**config.mk**
```make
export PLATFORM = sky130hd
export DESIGN_NAME = seq_divider_flat
export DESIGN_NICKNAME = d
export VERILOG_FILES = /design/src/rtl/div_pkg.sv /design/src/rtl/seq_divider_if.sv /design/src/rtl/div_step.sv /design/src/rtl/seq_divider.sv /design/src/flat_wrapper.sv
export SDC_FILE = /design/constraint.sdc
export NUM_CORES = 1
export LEC_CHECK = 0
export ABC_AREA = 1
export CAP_MARGIN = 20
export CORE_MARGIN = 4
export CORE_UTILIZATION = 41
export CTS_CLUSTER_SIZE = 10
export DETAILED_ROUTE_END_ITERATION = 8
export GPL_ROUTABILITY_DRIVEN = 0
export PLACE_DENSITY = 0.71
export SLEW_MARGIN = 20
export SYNTH_ARGS = -nofsm -noshare
export SYNTH_HDL_FRONTEND = slang
export SYNTH_SLANG_ARGS = --single-unit
```
**constraint.sdc**
```tcl
create_clock -name clk -period 2.2 [get_ports clk]
set_input_delay 0.22 -clock clk [delete_from_list [all_inputs] [get_ports clk]]
set_output_delay 0.22 -clock clk [all_outputs]
set_load 0.01 [all_outputs]
```
**src/rtl/div_pkg.sv**
```systemverilog
// Shared types and constants for the sequential restoring divider.
// Used by seq_divider (optional signed mode via DIV_SIGNED_EN) and div_step.
package div_pkg;

  typedef enum logic [1:0] {
    IDLE = 2'd0,
    CALC = 2'd1,
    DONE = 2'd2
  } state_t;

  localparam int MAX_WIDTH = 64;

  // Quotient reported for a zero divisor: all ones, sliced to the operand width.
  localparam logic [MAX_WIDTH-1:0] DIV_BY_ZERO_Q = {MAX_WIDTH{1'b1}};

  function automatic int cnt_width(input int width);
    return $clog2(width + 1);
  endfunction

endpackage

```
**src/rtl/seq_divider_if.sv**
```systemverilog
// Operand/result handshake bundle for seq_divider.
// master drives operands and out_ready; slave is the divider.
interface seq_divider_if #(
  parameter int WIDTH = 8
);

  logic             in_valid;
  logic             in_ready;
  logic [WIDTH-1:0] dividend;
  logic [WIDTH-1:0] divisor;
  logic             out_valid;
  logic             out_ready;
  logic [WIDTH-1:0] quotient;
  logic [WIDTH-1:0] remainder;
  logic             div_by_zero;
  logic             busy;

  modport master (
    output in_valid, dividend, divisor, out_ready,
    input  in_ready, out_valid, quotient, remainder, div_by_zero, busy
  );

  modport slave (
    input  in_valid, dividend, divisor, out_ready,
    output in_ready, out_valid, quotient, remainder, div_by_zero, busy
  );

endinterface

```
**src/rtl/div_step.sv**
```systemverilog
// One restoring-division iteration: shift the next dividend bit into the
// partial remainder, subtract the divisor when it fits, shift in the quotient bit.
module div_step
  import div_pkg::*;
#(
  parameter int WIDTH = 8
) (
  input  logic [WIDTH-1:0] rem,
  input  logic [WIDTH-1:0] dvd,
  input  logic [WIDTH-1:0] dsr,
  output logic [WIDTH-1:0] rem_nxt,
  output logic [WIDTH-1:0] dvd_nxt
);

  logic [WIDTH:0] shift_s;
  logic           fits_s;

  // Shifted remainder is one bit wider so the compare cannot overflow.
  always_comb begin
    shift_s = {rem, dvd[WIDTH-1]};
    fits_s  = (shift_s >= {1'b0, dsr});
    if (fits_s) begin
      rem_nxt = WIDTH'(shift_s - {1'b0, dsr});
    end else begin
      rem_nxt = shift_s[WIDTH-1:0];
    end
    dvd_nxt = {dvd[WIDTH-2:0], fits_s};
  end

endmodule

```
**src/rtl/seq_divider.sv**
```systemverilog
// Multi-cycle restoring divider, one quotient bit per clock, valid/ready on both sides.
// Define DIV_SIGNED_EN for two's-complement operands (truncating division).
module seq_divider
  import div_pkg::*;
#(
  parameter int WIDTH = 8
) (
  input  logic          clk,
  input  logic          rst_n,
  seq_divider_if.slave  bus
);

  localparam int CW = cnt_width(WIDTH);

  state_t           state_r;
  state_t           state_s;
  logic [CW-1:0]    cnt_r;
  logic [WIDTH-1:0] rem_r;
  logic [WIDTH-1:0] dvd_r;
  logic [WIDTH-1:0] dsr_r;
  logic [WIDTH-1:0] rem_nxt_s;
  logic [WIDTH-1:0] dvd_nxt_s;
  logic [WIDTH-1:0] quotient_r;
  logic [WIDTH-1:0] remainder_r;
  logic             dbz_r;
  logic             accept_s;
  logic             last_s;
  logic             zero_dsr_s;
  logic [WIDTH-1:0] a_mag_s;
  logic [WIDTH-1:0] b_mag_s;
  logic [WIDTH-1:0] q_fix_s;
  logic [WIDTH-1:0] r_fix_s;

  assign accept_s   = bus.in_valid && (state_r == IDLE);
  assign zero_dsr_s = (bus.divisor == {WIDTH{1'b0}});
  assign last_s     = (cnt_r == CW'(WIDTH - 1));

  div_step #(.WIDTH(WIDTH)) u_step (
    .rem     (rem_r),
    .dvd     (dvd_r),
    .dsr     (dsr_r),
    .rem_nxt (rem_nxt_s),
    .dvd_nxt (dvd_nxt_s)
  );

`ifdef DIV_SIGNED_EN
  logic neg_q_r;
  logic neg_r_r;

  // Magnitudes on accept, sign restore on the last iteration. MIN maps to itself,
  // which is also its correct unsigned magnitude, so MIN/-1 needs no special case.
  always_comb begin
    if (bus.dividend[WIDTH-1]) begin
      a_mag_s = {WIDTH{1'b0}} - bus.dividend;
    end else begin
      a_mag_s = bus.dividend;
    end
    if (bus.divisor[WIDTH-1]) begin
      b_mag_s = {WIDTH{1'b0}} - bus.divisor;
    end else begin
      b_mag_s = bus.divisor;
    end
    if (neg_q_r) begin
      q_fix_s = {WIDTH{1'b0}} - dvd_nxt_s;
    end else begin
      q_fix_s = dvd_nxt_s;
    end
    if (neg_r_r) begin
      r_fix_s = {WIDTH{1'b0}} - rem_nxt_s;
    end else begin
      r_fix_s = rem_nxt_s;
    end
  end

  // Sign flags captured with the operands.
  always_ff @(posedge clk or negedge rst_n) begin
    if (!rst_n) begin
      neg_q_r <= 1'b0;
      neg_r_r <= 1'b0;
    end else if (accept_s) begin
      neg_q_r <= bus.dividend[WIDTH-1] ^ bus.divisor[WIDTH-1];
      neg_r_r <= bus.dividend[WIDTH-1];
    end
  end
`else
  assign a_mag_s = bus.dividend;
  assign b_mag_s = bus.divisor;
  assign q_fix_s = dvd_nxt_s;
  assign r_fix_s = rem_nxt_s;
`endif

  // State register.
  always_ff @(posedge clk or negedge rst_n) begin
    if (!rst_n) begin
      state_r <= IDLE;
    end else begin
      state_r <= state_s;
    end
  end

  // Next-state logic.
  always_comb begin
    state_s = state_r;
    case (state_r)
      IDLE: begin
        if (bus.in_valid) begin
          if (zero_dsr_s) begin
            state_s = DONE;
          end else begin
            state_s = CALC;
          end
        end else begin
          state_s = IDLE;
        end
      end
      CALC: begin
        if (last_s) begin
          state_s = DONE;
        end else begin
          state_s = CALC;
        end
      end
      DONE: begin
        if (bus.out_ready) begin
          state_s = IDLE;
        end else begin
          state_s = DONE;
        end
      end
      default: state_s = IDLE;
    endcase
  end

  // Operand capture, iteration datapath and result registers.
  always_ff @(posedge clk or negedge rst_n) begin
    if (!rst_n) begin
      cnt_r       <= {CW{1'b0}};
      rem_r       <= {WIDTH{1'b0}};
      dvd_r       <= {WIDTH{1'b0}};
      dsr_r       <= {WIDTH{1'b0}};
      quotient_r  <= {WIDTH{1'b0}};
      remainder_r <= {WIDTH{1'b0}};
      dbz_r       <= 1'b0;
    end else begin
      case (state_r)
        IDLE: begin
          if (accept_s) begin
            cnt_r <= {CW{1'b0}};
            rem_r <= {WIDTH{1'b0}};
            dvd_r <= a_mag_s;
            dsr_r <= b_mag_s;
            if (zero_dsr_s) begin
              quotient_r  <= DIV_BY_ZERO_Q[WIDTH-1:0];
              remainder_r <= bus.dividend;
              dbz_r       <= 1'b1;
            end
          end
        end
        CALC: begin
          rem_r <= rem_nxt_s;
          dvd_r <= dvd_nxt_s;
          cnt_r <= cnt_r + CW'(1);
          if (last_s) begin
            quotient_r  <= q_fix_s;
            remainder_r <= r_fix_s;
            dbz_r       <= 1'b0;
          end
        end
        default: begin
          cnt_r <= cnt_r;
        end
      endcase
    end
  end

  assign bus.in_ready    = (state_r == IDLE);
  assign bus.out_valid   = (state_r == DONE);
  assign bus.busy        = (state_r == CALC);
  assign bus.quotient    = quotient_r;
  assign bus.remainder   = remainder_r;
  assign bus.div_by_zero = dbz_r;

endmodule
```
**src/flat_wrapper.sv**
```systemverilog
// flat-port wrapper written by rule: the top's interface ports become plain ports
module seq_divider_flat import div_pkg::*;
#(
  parameter int WIDTH = 8
)
  (clk, rst_n, bus_in_valid, bus_dividend, bus_divisor, bus_out_ready, bus_in_ready, bus_out_valid, bus_quotient, bus_remainder, bus_div_by_zero, bus_busy);
  seq_divider_if #(.WIDTH(WIDTH)) bus_i ();
  input  logic clk;
  input  logic rst_n;
  input wire logic [$bits(bus_i.in_valid)-1:0] bus_in_valid;
  input wire logic [$bits(bus_i.dividend)-1:0] bus_dividend;
  input wire logic [$bits(bus_i.divisor)-1:0] bus_divisor;
  input wire logic [$bits(bus_i.out_ready)-1:0] bus_out_ready;
  output wire logic [$bits(bus_i.in_ready)-1:0] bus_in_ready;
  output wire logic [$bits(bus_i.out_valid)-1:0] bus_out_valid;
  output wire logic [$bits(bus_i.quotient)-1:0] bus_quotient;
  output wire logic [$bits(bus_i.remainder)-1:0] bus_remainder;
  output wire logic [$bits(bus_i.div_by_zero)-1:0] bus_div_by_zero;
  output wire logic [$bits(bus_i.busy)-1:0] bus_busy;
  assign bus_i.in_valid = bus_in_valid;
  assign bus_i.dividend = bus_dividend;
  assign bus_i.divisor = bus_divisor;
  assign bus_i.out_ready = bus_out_ready;
  assign bus_in_ready = bus_i.in_ready;
  assign bus_out_valid = bus_i.out_valid;
  assign bus_quotient = bus_i.quotient;
  assign bus_remainder = bus_i.remainder;
  assign bus_div_by_zero = bus_i.div_by_zero;
  assign bus_busy = bus_i.busy;
  seq_divider #(.WIDTH(WIDTH)) u_core (.clk(clk), .rst_n(rst_n), .bus(bus_i));
endmodule
```
==> results of run 1 <==
## report_power, final
group	internal (mW)	leakage (nW)	switching [mW]
clock network	0.222	0.0402	0.300
registers	1.30	0.565	0.247
logic	1.39	0.994	2.08
total	2.91	1.60	2.63
## logic make-up (layout without fill, tap and decap cells)
family	after synthesis	after routing	synth area share, %
AOI/OAI and AO/OA	42	42	8.96
xor gates and xnor gates	3	3	0.996
adders and majority gates	10	10	5.03
buffers and inverters	69	111	10.1
DFF	47	47	44.6
and+or+nand+nor	181	181	30.3
## worst max-delay path, delay by kind of cell (launching register included)
| family | cells | cell delay (ns) |
|---|---|---|
| flops | 1 | 0.40 |
| simple gates | 1 | 0.05 |
| buf+inv | 4 | 1.10 |
## state kept, by name, indices dropped and copies added, names as in the netlist
signal                  count
u_core.state_r              2
u_core.bus.div_by_zero      1
u_core.dvd_r                8
u_core.bus.remainder        8
u_core.dsr_r                8
u_core.cnt_r                4
u_core.bus.quotient         8
u_core.rem_r                8
## final cells by class
| class | instances | area [um^2] |
|---|---|---|
| timing repair buffer | 44 | 423 |
| inverter | 59 | 221 |
| multi-input combinational | 236 | 1200 |
| sequential | 47 | 1180 |
| clock buffer | 5 | 68.8 |
| tap | 75 | 93.8 |
| clock inverter | 3 | 20.0 |
| fill | 595 | 2890 |
## cells in the final DEF (no fill, tap or decap), types with 4 or more instances in the layout
| master | count |
|---|---|
| sky130_fd_sc_hd__or2_1 | 8 |
| sky130_fd_sc_hd__a21oi_1 | 4 |
| sky130_fd_sc_hd__buf_4 | 5 |
| sky130_fd_sc_hd__ha_1 | 9 |
| sky130_fd_sc_hd__a31oi_1 | 7 |
| sky130_fd_sc_hd__nand2_1 | 73 |
| sky130_fd_sc_hd__nand4_1 | 11 |
| sky130_fd_sc_hd__o21ai_0 | 24 |
| sky130_fd_sc_hd__clkbuf_8 | 5 |
| sky130_fd_sc_hd__inv_2 | 4 |
| sky130_fd_sc_hd__nand3_1 | 33 |
| sky130_fd_sc_hd__nor2_1 | 50 |
| sky130_fd_sc_hd__dfrtp_1 | 47 |
| sky130_fd_sc_hd__clkdlybuf4s50_1 | 38 |
| sky130_fd_sc_hd__inv_1 | 55 |
## worst max-delay path by stage
stage	startpoint	endpoint	slack, ns
2_1_floorplan	u_core.rem_r[3]	u_core.bus.remainder[0]	0.50
3_3_place_gp	bus_in_valid	u_core.bus.remainder[6]	0.1
3_5_place_dp	bus_in_valid	u_core.bus.remainder[2]	-0.003
4_1_cts	u_core.state_r[1]	bus_busy	0.12
5_1_grt	u_core.state_r[0]	u_core.bus.remainder[0]	0.008
6_report	u_core.state_r[1]	bus_busy	0.14
## metal layers
metal	vias up	routed length (um)	track usage [%]
li1	1199	-	-
met5	-	0	0
met4	0	0	2.20
met1	1068	2910	23.2
met2	49	2660	26.2
met3	0	329	3.07
==> impl_metrics.toml, run 1 <==
[cells_and_area]
drive_gt1_share_pct = 6.35
synthToLayoutAreaGrowth_pct = 21.4
num-nets-final = 423
post-route-cell-area_um2 = 3200
diodes = 0
layoutNonFillerInstCount = 469
final_util_pct = 52.6

[logic_synthesis]
synth_most_common_cell = "sky130_fd_sc_hd__nand2_1"
syn-mean-instance-area_um2 = 7.50
synth.largest_area_cell = "sky130_fd_sc_hd__dfrtp_1"
synthDistinctLibCells = 30
mappedNetlistArea_um2 = 2640
number_of_enable_type_register_cells_in_the_synthesized_netlist = 0
postSynth.topFlopCell = "sky130_fd_sc_hd__dfrtp_1"
yosys_warnings = 0
netlist_instances = 352
synth.area.top_cells = "sky130_fd_sc_hd__dfrtp_1 (45%), sky130_fd_sc_hd__nand2_1 (10%), sky130_fd_sc_hd__inv_1 (7.8%), sky130_fd_sc_hd__nor2_1 (7.1%), sky130_fd_sc_hd__nand3_1 (6.4%)"
syn_nets = 382
netlist_top_cells_count = "sky130_fd_sc_hd__nand2_1 (73), sky130_fd_sc_hd__inv_1 (55), sky130_fd_sc_hd__nor2_1 (50)"
synth-seq-area-share_pct = 44.6
synth_async_sr_flop_share_pct = 100
synth_top_cell_area_share_pct = 44.6
ys_seq_elements = 47

[sta]
fin_ws_ns = 0.136
max_slew.worst_pin.slew_ns = 0.593
finalHoldViolCount = 0
rsz0062_at_grt = "false"
tcrit_tclk_final_pct = 93.8
timing.final.max_slew_violations = 0
timing.final.crit_period_ns = 2.06
fin_hold_ws_ns = 0.00508
setup-tns-final_ns = 0
timing.final.setup_violations = 0
maxClockFrequency_mhz = 484
clock_skew_ns = 0.0108
worst_slew_margin_rel_pct = 60.4

[worst_setup_path]
timing.critical_path.arrival_ns = 1.84
timing.rr.end = "u_core.bus.remainder[0]"
critPathLaunchType = "register"
endpoint_kind = "output pin"
worst_path_largest_cell_delay_ns = 0.61
reg2reg_setup_slack_ns = 0.23
cpMaxStageDelayCell = "sky130_fd_sc_hd__clkdlybuf4s50_1"
critical_path_cell_list = "inv_2 -> nand2_2 -> inv_2 -> buf_4 -> clkdlybuf4s50_1"
criticalPathCategory = "reg2out"
critical_path.max_fanout = 35
r2r_cells = 10
critPathMostFrequentCell = "sky130_fd_sc_hd__inv_2"
critical_path.reg2reg.startpoint = "u_core.state_r[0]"
worst_ep_required_time_ns = 1.98

[cts]
clock_latency_ns = 0.30
cts_root_buf = "sky130_fd_sc_hd__clkbuf_8"
cts.clk_slew.worst_paths_ns = 0.09
buffer_depth_of_the_longest_clock_path = 2
holdBufCountCts = 0
post_cts_buffers = 0
number_of_sinks_driven_by_the_clock_tree = 47
cts_inserted_buffers = 5
post_cts.resized_instances = 0
cts.htree.levels = 2
tritoncts_clock_tree = "done"

[global_route]
first_pass_grt_wire_length_mm = 10.1
first_global_vias = 2223
gr-total-overflow = 0
antenna_found_initial = 0
grt_start_max_net_pins = 48
grt_util_all_layers_pct = 16.2

[drt]
drt_first_pass_iters = 4
postRouteAntennaNets = 0
route.detailed.vias_per_inst = 4.94
wire_per_inst_um = 12.6
drt_drc_violations_left = 0
finalWirelength_mm = 5.90
drt_first_iter_violations = 109
route.vias.total = 2316

[die]
boundary_pins = 40
fp-row-count = 28
effective_utilization_at_floorplan_pct = 43.3
floorplan.die.width_um = 88.2
die-area_um2 = 7780
core-area_um2 = 6100
die_height_um = 88.2

[placed_design]
hpwl_mm = 4.50
place_worst_setup_slack_ns = -0.00313
place.port_buffers = 39
placedInstanceArea_um2 = 3110
placedCellCount = 461

[pwr]
total_power_mw = 5.54
leakage_power_figure_nw = 1.60
max-vdd-ir-drop_mv = 0.915
power-per-cell-area_nw_per_um2 = 1730

[status]
outcome = "finished clean"

[worst_hold_path]
class_of_the_tightest_hold_or_removal_check = "in2async"

[run]
max_cap_viol = 0
Note: power is estimated with default switching activity, not from simulation.
==> inputs of run 2 (changes only) <==
Clock period 2.2 ns to 2.1 ns, I/O delays scaled along.
==> run 2 against run 1 <==
  * Die area unchanged
  * Core utilization increased by 1.5 points
  * Non-clock buffer count increased by 5
  * Via count increased by 2.7%
  * Clock skew increased by 0.0049 ns
  * Final cell count increased by 1.1%
  * Sequential power increased by 5%
  * Critical path depth increased by 7
==> impl_metrics.toml, run 2 (synthesized netlist as in run 1, its figures left out) <==
[status]
outcome = "finished clean"

[drt]
drt_drc_violations_left = 0
drt_first_iter_violations = 147
met2_length_mm = 2.80
route.vias.total = 2378
wire_per_inst_um = 12.9
route.detailed.vias_per_inst = 5.02
postRouteAntennaNets = 0
topRoutingLayerUsed = "met4"
met3WireLength_um = 334
drt_first_pass_iters = 4
finalWirelength_mm = 6.10
met1_length_mm = 2.87

[worst_setup_path]
cp_num_buf_inv = 2
criticalPathCategory = "reg2reg"
cp_top_family = "simple AND/OR/NAND/NOR gates"
timing.rr.end = "u_core.bus.remainder[6]"
worst_path_largest_cell_delay_ns = 0.42
critPathMostFrequentCell = "sky130_fd_sc_hd__nand2_1"
worst_ep_required_time_ns = 2.35
timing.critical_path.arrival_ns = 2.13
endpoint_kind = "register"
critical_path.max_fanout = 2
reg2reg_setup_slack_ns = 0.22
critical_path_cell_list = "inv_1 -> ha_1 -> fa_1 -> nor2_1 -> nand2_1 -> nand3_1 -> nand2_1 -> nand2_1 -> nand3_1 -> nand3_1 -> nand2_1 -> inv_1"
critPathLaunchType = "register"
r2r_cells = 12
critical_path.reg2reg.startpoint = "u_core.dvd_r[7]"
cpMaxStageDelayCell = "sky130_fd_sc_hd__fa_1"

[cells_and_area]
diodes = 0
post-route-cell-area_um2 = 3290
num-nets-final = 428
final_common_cell = "sky130_fd_sc_hd__nand2_1"
synthToLayoutAreaGrowth_pct = 24.8
layout.cells.most_common_list = "sky130_fd_sc_hd__nand2_1 (73), sky130_fd_sc_hd__inv_1 (55), sky130_fd_sc_hd__nor2_1 (50)"
drive_gt1_share_pct = 7.27

[die]
core-area_um2 = 6100
effective_utilization_at_floorplan_pct = 43.3
floorplan.die.width_um = 88.2
die-area_um2 = 7780
die_height_um = 88.2
boundary_pins = 40
fp-row-count = 28

[sta]
tcrit_tclk_final_pct = 89.6
max_slew.worst_pin.slew_ns = 0.609
timing.final.setup_violations = 0
timing.final.max_slew_violations = 0
timing.final.crit_period_ns = 1.88
finalHoldViolCount = 0
maxClockFrequency_mhz = 532
rsz0062_at_grt = "false"
worst_slew_margin_rel_pct = 59.4
setup-tns-final_ns = 0
clock_skew_ns = 0.0157

[global_route]
grt_util_all_layers_pct = 17.6
first_global_vias = 2435
gr-total-overflow = 0
grt_start_max_net_pins = 29
first_pass_grt_wire_length_mm = 10.7
antenna_found_initial = 0

[cts]
cts.clk_slew.worst_paths_ns = 0.10
tritoncts_clock_tree = "done"
clock_latency_ns = 0.31
cts_root_buf = "sky130_fd_sc_hd__clkbuf_8"
buffer_depth_of_the_longest_clock_path = 2
number_of_sinks_driven_by_the_clock_tree = 47
cts_inserted_buffers = 5
cts.htree.levels = 2

[worst_hold_path]
class_of_the_tightest_hold_or_removal_check = "in2async"

[placed_design]
placedInstanceArea_um2 = 3140
hpwl_mm = 4.69
place.port_buffers = 39

[pwr]
power-per-cell-area_nw_per_um2 = 1860
max-vdd-ir-drop_mv = 0.735
leakage_power_figure_nw = 1.65
total_power_mw = 6.11

[run]
max_cap_viol = 0
## run 2: per-layer routing
metal | vias up | global-route usage, %
met5 | - | 0
met4 | 0 | 6.46
met3 | 10 | 3.17
met2 | 56 | 28.2
met1 | 1102 | 24.0
li1 | 1210 | -
## run 2: metrics by stage
stage	setup WS (ns)	utilization, %	cells	hold WS [ns]
after floorplan	0.401	-	352	-0.0856
after global placement	0.138	51.5	465	0.251
after detailed placement	0.0764	51.5	465	0.257
after CTS	0.108	53.9	474	0.451
after global routing	0.0119	54.0	474	0.470
final	0.219	54.0	474	0.433
## run 2: area by class of cell
type / instances / area, um^2
Fill cell: 608 / 2800
Multi-Input combinational cell: 236 / 1200
Sequential cell: 47 / 1180
Timing Repair Buffer: 49 / 463
Inverter: 59 / 224
Tap cell: 75 / 93.8
Clock buffer: 5 / 68.8
Clock inverter: 3 / 67.6
## run 2: where the power goes
part	internal, mW	switching [mW]
registers	1.36	0.249
logic	1.50	2.21
clock network	0.475	0.322
## run 2: timing repair
item                       in CTS  in global routing
resized for setup               0                  3
setup buffers                   0                  0
hold endpoints to repair       26                  0
setup endpoints to repair       0                  8
hold buffers                    1                  0
## run 2: worst max path at each step
| stage | startpoint | endpoint | depth (start not counted) |
|---|---|---|---|
| final | u_core.dvd_r[7] | u_core.bus.remainder[6] | 12 |
| after global routing | u_core.dsr_r[1] | u_core.bus.remainder[1] | 11 |
| after CTS | u_core.rem_r[2] | u_core.bus.remainder[1] | 10 |
| after detailed placement | bus_divisor[1] | u_core.bus.remainder[7] | 9 |
| after global placement | bus_divisor[7] | u_core.bus.remainder[2] | 9 |
| after floorplan | u_core.rem_r[3] | u_core.bus.remainder[0] | 11 |
